==> src/rtl/mdu_pkg.sv <==
// Shared definitions for the iterative RV64M multiply/divide unit and its decoder:
// MULctr codes, opcode classification helpers and the unit's state encoding.
package mdu_pkg;

   localparam int MDU_XLEN = 64;

   localparam logic [3:0] MDU_NONE   = 4'b0000;
   localparam logic [3:0] MDU_MUL    = 4'b1001;
   localparam logic [3:0] MDU_MULH   = 4'b0001;
   localparam logic [3:0] MDU_MULHSU = 4'b0010;
   localparam logic [3:0] MDU_MULHU  = 4'b0011;
   localparam logic [3:0] MDU_DIV    = 4'b0100;
   localparam logic [3:0] MDU_DIVU   = 4'b0101;
   localparam logic [3:0] MDU_REM    = 4'b0110;
   localparam logic [3:0] MDU_REMU   = 4'b0111;
   localparam logic [3:0] MDU_MULW   = 4'b1000;
   localparam logic [3:0] MDU_DIVW   = 4'b1100;
   localparam logic [3:0] MDU_DIVUW  = 4'b1101;
   localparam logic [3:0] MDU_REMW   = 4'b1110;
   localparam logic [3:0] MDU_REMUW  = 4'b1111;

   typedef enum logic [1:0] {
      IDLE = 2'd0,
      CALC = 2'd1,
      DONE = 2'd2
   } mdu_state_e;

   function automatic logic is_w(input logic [3:0] op);
      return op inside {MDU_MULW, MDU_DIVW, MDU_DIVUW, MDU_REMW, MDU_REMUW};
   endfunction

   function automatic logic is_div(input logic [3:0] op);
      return op inside {MDU_DIV, MDU_DIVU, MDU_REM, MDU_REMU,
                        MDU_DIVW, MDU_DIVUW, MDU_REMW, MDU_REMUW};
   endfunction

   function automatic logic is_rem(input logic [3:0] op);
      return op inside {MDU_REM, MDU_REMU, MDU_REMW, MDU_REMUW};
   endfunction

   // rs1 is interpreted as signed
   function automatic logic is_signed(input logic [3:0] op);
      return op inside {MDU_MULH, MDU_MULHSU, MDU_DIV, MDU_REM, MDU_DIVW, MDU_REMW};
   endfunction

   // rs2 is interpreted as signed (mulhsu keeps rs2 unsigned)
   function automatic logic src2_signed(input logic [3:0] op);
      return op inside {MDU_MULH, MDU_DIV, MDU_REM, MDU_DIVW, MDU_REMW};
   endfunction

   function automatic logic is_legal(input logic [3:0] op);
      return is_div(op) || (op inside {MDU_MUL, MDU_MULH, MDU_MULHSU, MDU_MULHU, MDU_MULW});
   endfunction

endpackage

==> src/rtl/mdu_if.sv <==
// Decode-side request / writeback-side response bundle of the multiply/divide unit.
interface mdu_if #(parameter int XLEN = 64);
   logic            in_valid;
   logic            in_ready;
   logic [3:0]      mulctr;
   logic [XLEN-1:0] src1;
   logic [XLEN-1:0] src2;
   logic            flush;
   logic            out_valid;
   logic            out_ready;
   logic [XLEN-1:0] result;
   logic            busy;

   modport master (
      output in_valid, mulctr, src1, src2, flush, out_ready,
      input  in_ready, out_valid, result, busy
   );

   modport slave (
      input  in_valid, mulctr, src1, src2, flush, out_ready,
      output in_ready, out_valid, result, busy
   );
endinterface

==> src/rtl/mdu_div_step.sv <==
// One radix-2 restoring division step: shift in the next dividend bit, then
// subtract the divisor if it fits.
module mdu_div_step #(
   parameter int XLEN = 64
) (
   input  logic [XLEN-1:0] rem_i,
   input  logic [XLEN-1:0] divisor_i,
   input  logic            bit_i,
   output logic [XLEN-1:0] rem_o,
   output logic            q_o
);
   logic [XLEN:0] shifted;
   logic [XLEN:0] diff;

   // rem_i < divisor_i always holds, so the restored value never exceeds XLEN bits
   always_comb begin
      shifted = {rem_i, bit_i};
      diff    = shifted - {1'b0, divisor_i};
      q_o     = ~diff[XLEN];
      rem_o   = q_o ? diff[XLEN-1:0] : shifted[XLEN-1:0];
   end
endmodule

==> src/rtl/mdu_iter.sv <==
// Iterative RV64M multiply/divide unit, one bit per cycle, with divide shortcuts.
//   state | meaning
//   IDLE  | waiting for a legal op; in_ready=1
//   CALC  | iterating, counter counts N down to 1
//   DONE  | result registered, out_valid=1 until out_ready
module mdu_iter
   import mdu_pkg::*;
#(
   parameter int XLEN  = 64,
   parameter int CNT_W = 7
) (
   input  logic clk,
   input  logic rst,
   mdu_if.slave bus
);
   localparam int HALF = XLEN / 2;

   mdu_state_e        state_q;
   logic [CNT_W-1:0]  cnt_q;
   logic [2*XLEN-1:0] acc_q;
   logic [XLEN-1:0]   b_q;
   logic [3:0]        op_q;
   logic              neg_q;
   logic [XLEN-1:0]   result_q;
   logic              out_valid_q;

   function automatic logic [XLEN-1:0] sext_half(input logic [HALF-1:0] v);
      return {{HALF{v[HALF-1]}}, v};
   endfunction

   // operand preparation at acceptance
   logic            w_op, s1, s2, div_zero, div_ovf, accept_short;
   logic [XLEN-1:0] a_ext, b_ext, mag_a, mag_b, min_val, short_res;
   logic [2*XLEN-1:0] acc_load;
   logic [XLEN-1:0]   b_load;

   always_comb begin
      w_op  = is_w(bus.mulctr);
      a_ext = bus.src1;
      b_ext = bus.src2;
      if (w_op) begin
         if (is_div(bus.mulctr) && is_signed(bus.mulctr)) begin
            a_ext = sext_half(bus.src1[HALF-1:0]);
            b_ext = sext_half(bus.src2[HALF-1:0]);
         end else begin
            a_ext = {{HALF{1'b0}}, bus.src1[HALF-1:0]};
            b_ext = {{HALF{1'b0}}, bus.src2[HALF-1:0]};
         end
      end
      s1    = is_signed(bus.mulctr) & a_ext[XLEN-1];
      s2    = src2_signed(bus.mulctr) & b_ext[XLEN-1];
      mag_a = s1 ? -a_ext : a_ext;
      mag_b = s2 ? -b_ext : b_ext;

      min_val  = w_op ? {{(HALF+1){1'b1}}, {(HALF-1){1'b0}}} : {1'b1, {(XLEN-1){1'b0}}};
      div_zero = is_div(bus.mulctr) && (b_ext == '0);
      div_ovf  = is_div(bus.mulctr) && src2_signed(bus.mulctr) &&
                 (a_ext == min_val) && (&b_ext);
      accept_short = div_zero || div_ovf;

      if (is_rem(bus.mulctr))
         short_res = div_zero ? (w_op ? sext_half(bus.src1[HALF-1:0]) : bus.src1) : '0;
      else
         short_res = div_zero ? '1 : a_ext;

      // divide shifts the dividend out MSB-first, so W dividends sit in the top half
      if (is_div(bus.mulctr)) begin
         acc_load = {{XLEN{1'b0}}, (w_op ? (mag_a << HALF) : mag_a)};
         b_load   = mag_b;
      end else begin
         acc_load = {{XLEN{1'b0}}, mag_b};
         b_load   = mag_a;
      end
   end

   // one iteration of either datapath
   logic [XLEN-1:0]   div_rem;
   logic              div_q;
   logic [XLEN-1:0]   mul_addend;
   logic [XLEN:0]     mul_sum;
   logic [2*XLEN-1:0] acc_d;
   logic [2*XLEN-1:0] prod;
   logic [XLEN-1:0]   div_val;
   logic [XLEN-1:0]   result_d;

   mdu_div_step #(.XLEN(XLEN)) u_div_step (
      .rem_i     (acc_q[2*XLEN-1:XLEN]),
      .divisor_i (b_q),
      .bit_i     (acc_q[XLEN-1]),
      .rem_o     (div_rem),
      .q_o       (div_q)
   );

   always_comb begin
      mul_addend = acc_q[0] ? b_q : '0;
      mul_sum    = {1'b0, acc_q[2*XLEN-1:XLEN]} + {1'b0, mul_addend};
      if (is_div(op_q))
         acc_d = {div_rem, acc_q[XLEN-2:0], div_q};
      else
         acc_d = {mul_sum, acc_q[XLEN-1:1]};

      div_val = is_rem(op_q) ? acc_d[2*XLEN-1:XLEN] : acc_d[XLEN-1:0];
      if (neg_q)
         div_val = -div_val;
      prod = neg_q ? -acc_d : acc_d;

      // mulw stops after HALF shifts, leaving its product at acc[3*HALF-1:HALF]
      result_d = prod[2*XLEN-1:XLEN];
      if (is_div(op_q))
         result_d = is_w(op_q) ? sext_half(div_val[HALF-1:0]) : div_val;
      else if (op_q == MDU_MUL)
         result_d = prod[XLEN-1:0];
      else if (op_q == MDU_MULW)
         result_d = sext_half(acc_d[XLEN-1:HALF]);
   end

   always_ff @(posedge clk or posedge rst) begin
      if (rst) begin
         state_q     <= IDLE;
         cnt_q       <= '0;
         acc_q       <= '0;
         b_q         <= '0;
         op_q        <= MDU_NONE;
         neg_q       <= 1'b0;
         result_q    <= '0;
         out_valid_q <= 1'b0;
      end else if (bus.flush) begin
         state_q     <= IDLE;
         cnt_q       <= '0;
         out_valid_q <= 1'b0;
      end else begin
         unique case (state_q)
            IDLE: begin
               if (bus.in_valid && is_legal(bus.mulctr)) begin
                  op_q  <= bus.mulctr;
                  neg_q <= is_rem(bus.mulctr) ? s1 : (s1 ^ s2);
                  acc_q <= acc_load;
                  b_q   <= b_load;
                  if (accept_short) begin
                     result_q    <= short_res;
                     out_valid_q <= 1'b1;
                     state_q     <= DONE;
                  end else begin
                     cnt_q   <= w_op ? CNT_W'(HALF) : CNT_W'(XLEN);
                     state_q <= CALC;
                  end
               end
            end
            CALC: begin
               acc_q <= acc_d;
               cnt_q <= cnt_q - CNT_W'(1);
               if (cnt_q == CNT_W'(1)) begin
                  result_q    <= result_d;
                  out_valid_q <= 1'b1;
                  state_q     <= DONE;
               end
            end
            DONE: begin
               if (bus.out_ready) begin
                  out_valid_q <= 1'b0;
                  state_q     <= IDLE;
               end
            end
            default: state_q <= IDLE;
         endcase
      end
   end

   assign bus.in_ready  = (state_q == IDLE);
   assign bus.busy      = (state_q != IDLE);
   assign bus.out_valid = out_valid_q;
   assign bus.result    = result_q;

endmodule

==> src/flat_wrapper.sv <==
// flat-port wrapper written by rule: the top's interface ports become plain ports
module mdu_iter_flat import mdu_pkg::*;
#(
   parameter int XLEN  = 64,
   parameter int CNT_W = 7
)
  (clk, rst, bus_in_valid, bus_mulctr, bus_src1, bus_src2, bus_flush, bus_out_ready, bus_in_ready, bus_out_valid, bus_result, bus_busy);
  mdu_if #(.XLEN(XLEN)) bus_i ();
  input  logic clk;
  input  logic rst;
  input wire logic [$bits(bus_i.in_valid)-1:0] bus_in_valid;
  input wire logic [$bits(bus_i.mulctr)-1:0] bus_mulctr;
  input wire logic [$bits(bus_i.src1)-1:0] bus_src1;
  input wire logic [$bits(bus_i.src2)-1:0] bus_src2;
  input wire logic [$bits(bus_i.flush)-1:0] bus_flush;
  input wire logic [$bits(bus_i.out_ready)-1:0] bus_out_ready;
  output wire logic [$bits(bus_i.in_ready)-1:0] bus_in_ready;
  output wire logic [$bits(bus_i.out_valid)-1:0] bus_out_valid;
  output wire logic [$bits(bus_i.result)-1:0] bus_result;
  output wire logic [$bits(bus_i.busy)-1:0] bus_busy;
  assign bus_i.in_valid = bus_in_valid;
  assign bus_i.mulctr = bus_mulctr;
  assign bus_i.src1 = bus_src1;
  assign bus_i.src2 = bus_src2;
  assign bus_i.flush = bus_flush;
  assign bus_i.out_ready = bus_out_ready;
  assign bus_in_ready = bus_i.in_ready;
  assign bus_out_valid = bus_i.out_valid;
  assign bus_result = bus_i.result;
  assign bus_busy = bus_i.busy;
  mdu_iter #(.XLEN(XLEN), .CNT_W(CNT_W)) u_core (.clk(clk), .rst(rst), .bus(bus_i));
endmodule
==> config.mk <==
export PLATFORM = sky130hd
export DESIGN_NAME = mdu_iter_flat
export DESIGN_NICKNAME = d
export VERILOG_FILES = /design/src/rtl/mdu_pkg.sv /design/src/rtl/mdu_if.sv /design/src/rtl/mdu_div_step.sv /design/src/rtl/mdu_iter.sv /design/src/flat_wrapper.sv
export SDC_FILE = /design/constraint.sdc
export NUM_CORES = 2
export LEC_CHECK = 0
export CAP_MARGIN = 15
export CORE_MARGIN = 3
export CORE_UTILIZATION = 30
export DETAILED_ROUTE_END_ITERATION = 16
export HOLD_SLACK_MARGIN = 0.15
export PLACE_DENSITY = 0.51
export SLEW_MARGIN = 25
export SYNTH_ARGS = -nofsm -noshare
export SYNTH_HDL_FRONTEND = slang
export SYNTH_SLANG_ARGS = --single-unit
export TNS_END_PERCENT = 10
==> constraint.sdc <==
create_clock -name clk -period 8.35 [get_ports clk]
set_input_delay 1.2525 -clock clk [delete_from_list [all_inputs] [get_ports clk]]
set_output_delay 1.2525 -clock clk [all_outputs]
set_load 0.02 [all_outputs]
==> reports/results.txt <==
#FFs+latches synth: 271
CP max-delay cell: or4_1
CP Max Fanout: 5
Postcts setup bufs: 0
Reg power frac: 0.155
DR WL/cell: 29.3 um
Post-Synthesis Cells: 5281
Synth top area cells: dfrtp_1 (18%), o21ai_0 (7.7%), a21oi_1 (6.6%)
Io pins: 204
Layout area overhead: 13.9%
First-pass GRT wire length: 289 mm
Largest area contributor in the netlist: dfrtp_1
Peak supply drop: 0.201 mV
Switching share of power: 0.585
XOR/XNOR Fraction of Synth Area: 0.0805
Period utilization: 0.950
Pre-Repair DR Iteration Count: 8
Cell row count: 127
Routability cong.: 1.03
Total number of vias: 43725
CP Class: reg -> reg
Max Cap Viol: 0
I/O Buffers: 203
Yosys Warn Count: 0
Post-Syn Nets: 5555
NumNets Final: 5553
Complex-gate fraction of the synthesized area: 0.340
Seq. cell area: 0.00679 mm2
Vias in the first global route: 39490
LEAKAGE: 16.0 nW
Antenna violations before repair: 7
Largest family of logic cells by synthesized area: compound AO/OA/AOI/OAI gates
Global-route usage over all layers: 0.307
H-tree depth: 2
Post-synthesis mux area share: 0.0445
Clock Skews: 31.6 ps
Commonest cells post-synth: nand2_1 (571), o21ai_0 (564), nor2_1 (533), a21oi_1 (483), clkbuf_1 (310)
Final hold viol count: 0
Die W: 356 um
Final Critical Period: 7930 ps
Core Area: 0.121 mm2
Vias/cell: 6.32
Worst-case clock buffer depth: 3
Area share of and/or/nand/nor cells after synthesis: 0.245
Syn Std Cell Area: 0.0367 mm2
Post-Route WL: 203 mm
Largest net degree at the start of global routing: 139
Setup-failing EPs final: 0
Fmax: 126 MHz
Unique masters post-synth: 99
Hold-fix buffers, CTS: 0
Dpl ws: 271 ps
FFs w/ async S/R, synth: 1.00
Design Area, Final: 0.0418 mm2
Seq/Total Area, Yosys: 0.185
Die area: 0.127 mm2
Setup TNS: 0 ps
Fraction of layout instances using a drive strength above 1: 0.0678
Slew Viols, Final: 0
Startpoint types: flop
Fill cells: 13016
Setup crit end kind: flop
Total grt overflow: 0
Area occupied by multi-input gates: 0.0280 mm2
Post-Synth Adder-Cell Area: 0.0482
Post-DP HPWL: 162 mm
Status: finished, final reports clean
CTS Buf Count: 37
Synth Area per Inst: 6.95 um2
Placement Cell Area: 0.0405 mm2
Starting DRT DRC Count: 5972
Psw: 0.00918 W
Post-synth EDFFs: 0
Final ANT Viol Nets: 0
Arrival time at the worst endpoint: 8410 ps
Int Pwr: 0.00651 W
Die Ht: 356 um
DR DRC count: 0
CTS tree: built
Setup ws final: 416 ps
Gates resized, CTS repair: 0
Post-synth top area share: 0.185
Initial core utilization: 0.304
Crit path largest cell delay: 660 ps
Gate power share: 0.734
CP Data Required Time: 8830 ps
Placed insts: 6851
Top_reg_cell synth: dfrtp_1
Root buf cell: clkbuf_16
Final Power: 0.0157 W
Count leader, synth: nand2_1
RSZ-0062 raised after global routing: false
Clock Latency Late Sink: 600 ps
Clock sink count: 271
Worst-path clk slew: 60 ps
Clock power share: 0.111
Fin cells: 6922
Worst slew pin tran: 1220 ps
PwrDens: 375 mW/mm2
Max_slew headroom: 0.180
HP Class: reg -> reg
layout by cell type (no fill, tap or decap), drive strengths merged, types with 51 or more instances in the layout:
| cell type | n |
|---|---|
| inv | 151 |
| mux2i | 108 |
| nor3 | 187 |
| buf | 140 |
| o211ai | 91 |
| ha | 135 |
| o21ai | 578 |
| nand4 | 91 |
| o31ai | 96 |
| a21oi | 483 |
| a211oi | 100 |
| xor2 | 157 |
| nor2 | 534 |
| nand2 | 571 |
| nor4 | 66 |
| a21o | 52 |
| dfrtp | 271 |
| xnor2 | 180 |
| nand3 | 90 |
| a22o | 51 |
| a31oi | 82 |
| clkbuf | 54 |
| clkdlybuf4s50 | 202 |
| or3 | 62 |
power groups by stage:
stage | Sequential, W | Clock, W | Combinational (W)
final | 0.00244 | 0.00174 | 0.0115
after global placement | 0.00240 | 0 | 0.0110
after detailed placement | 0.00242 | 0 | 0.0109
after CTS | 0.00240 | 0.00175 | 0.0110
after floorplan | 0.00229 | 0 | 0.00692
after global routing | 0.00247 | 0.00180 | 0.0122
per-stage QoR:
stage / util / hold WS, ps
2_1_floorplan: - / 449
3_3_place_gp: 0.335 / 466
3_5_place_dp: 0.336 / 472
4_1_cts: 0.346 / 485
5_1_grt: 0.346 / 501
6_report: 0.346 / 478
per-layer routing:
layer | GRT usage | part of all wire | wire length (um)
met3 | 0.0478 | 0.091 | 18600
met1 | 0.445 | 0.45 | 90700
met5 | 0 | 0.00014 | 28
met2 | 0.436 | 0.40 | 81500
met4 | 0.155 | 0.060 | 12100
final timing paths:
path | from | endpoint | slack, ps | cells after the start
min reg2reg | u_core.b_q[49] | u_core.b_q[49] | 480 | 2
max | u_core.acc_q[63] | u_core.bus.result[56] | 420 | 27
max in group asynchronous | rst | u_core.b_q[61] | 5650 | 4
min | u_core.b_q[49] | u_core.b_q[49] | 480 | 2
min in group asynchronous | rst | u_core.b_q[1] | 1210 | 3
max reg2reg | u_core.acc_q[63] | u_core.bus.result[56] | 420 | 27
kinds of logic after synthesis:
kind of cell	Yosys count
buf+inv	534
xor+xnor	337
flops	271
simple gates	1887
compound gates	1954
mux	157
fa+ha+maj	141
layout make-up:
type                            instances  share of cell area
Multi-Input combinational cell       4476               0.670
Sequential cell                       271               0.162
Timing Repair Buffer                  343              0.0752
Tap cell                             1612              0.0483
Clock buffer                           53              0.0268
Inverter                              150              0.0136
Clock inverter                         14             0.00347
Antenna cell                            3            0.000180
worst max-delay path: cells and delay by family (launching register included):
family          cells  cell delay (ps)
buf+inv             2              240
fa+ha+maj           3              910
xor+xnor            1              160
flops               1              340
compound gates     11             2890
simple gates        9             3100
mux                 1              150
state kept, by name, indices dropped and copies added (netlist names):
name                  count
u_core.bus.out_valid      1
u_core.bus.result        64
u_core.op_q               4
u_core.acc_q            128
u_core.neg_q              1
u_core.cnt_q              7
u_core.state_q            2
u_core.b_q               64
Power figures use the tool's default switching activity.
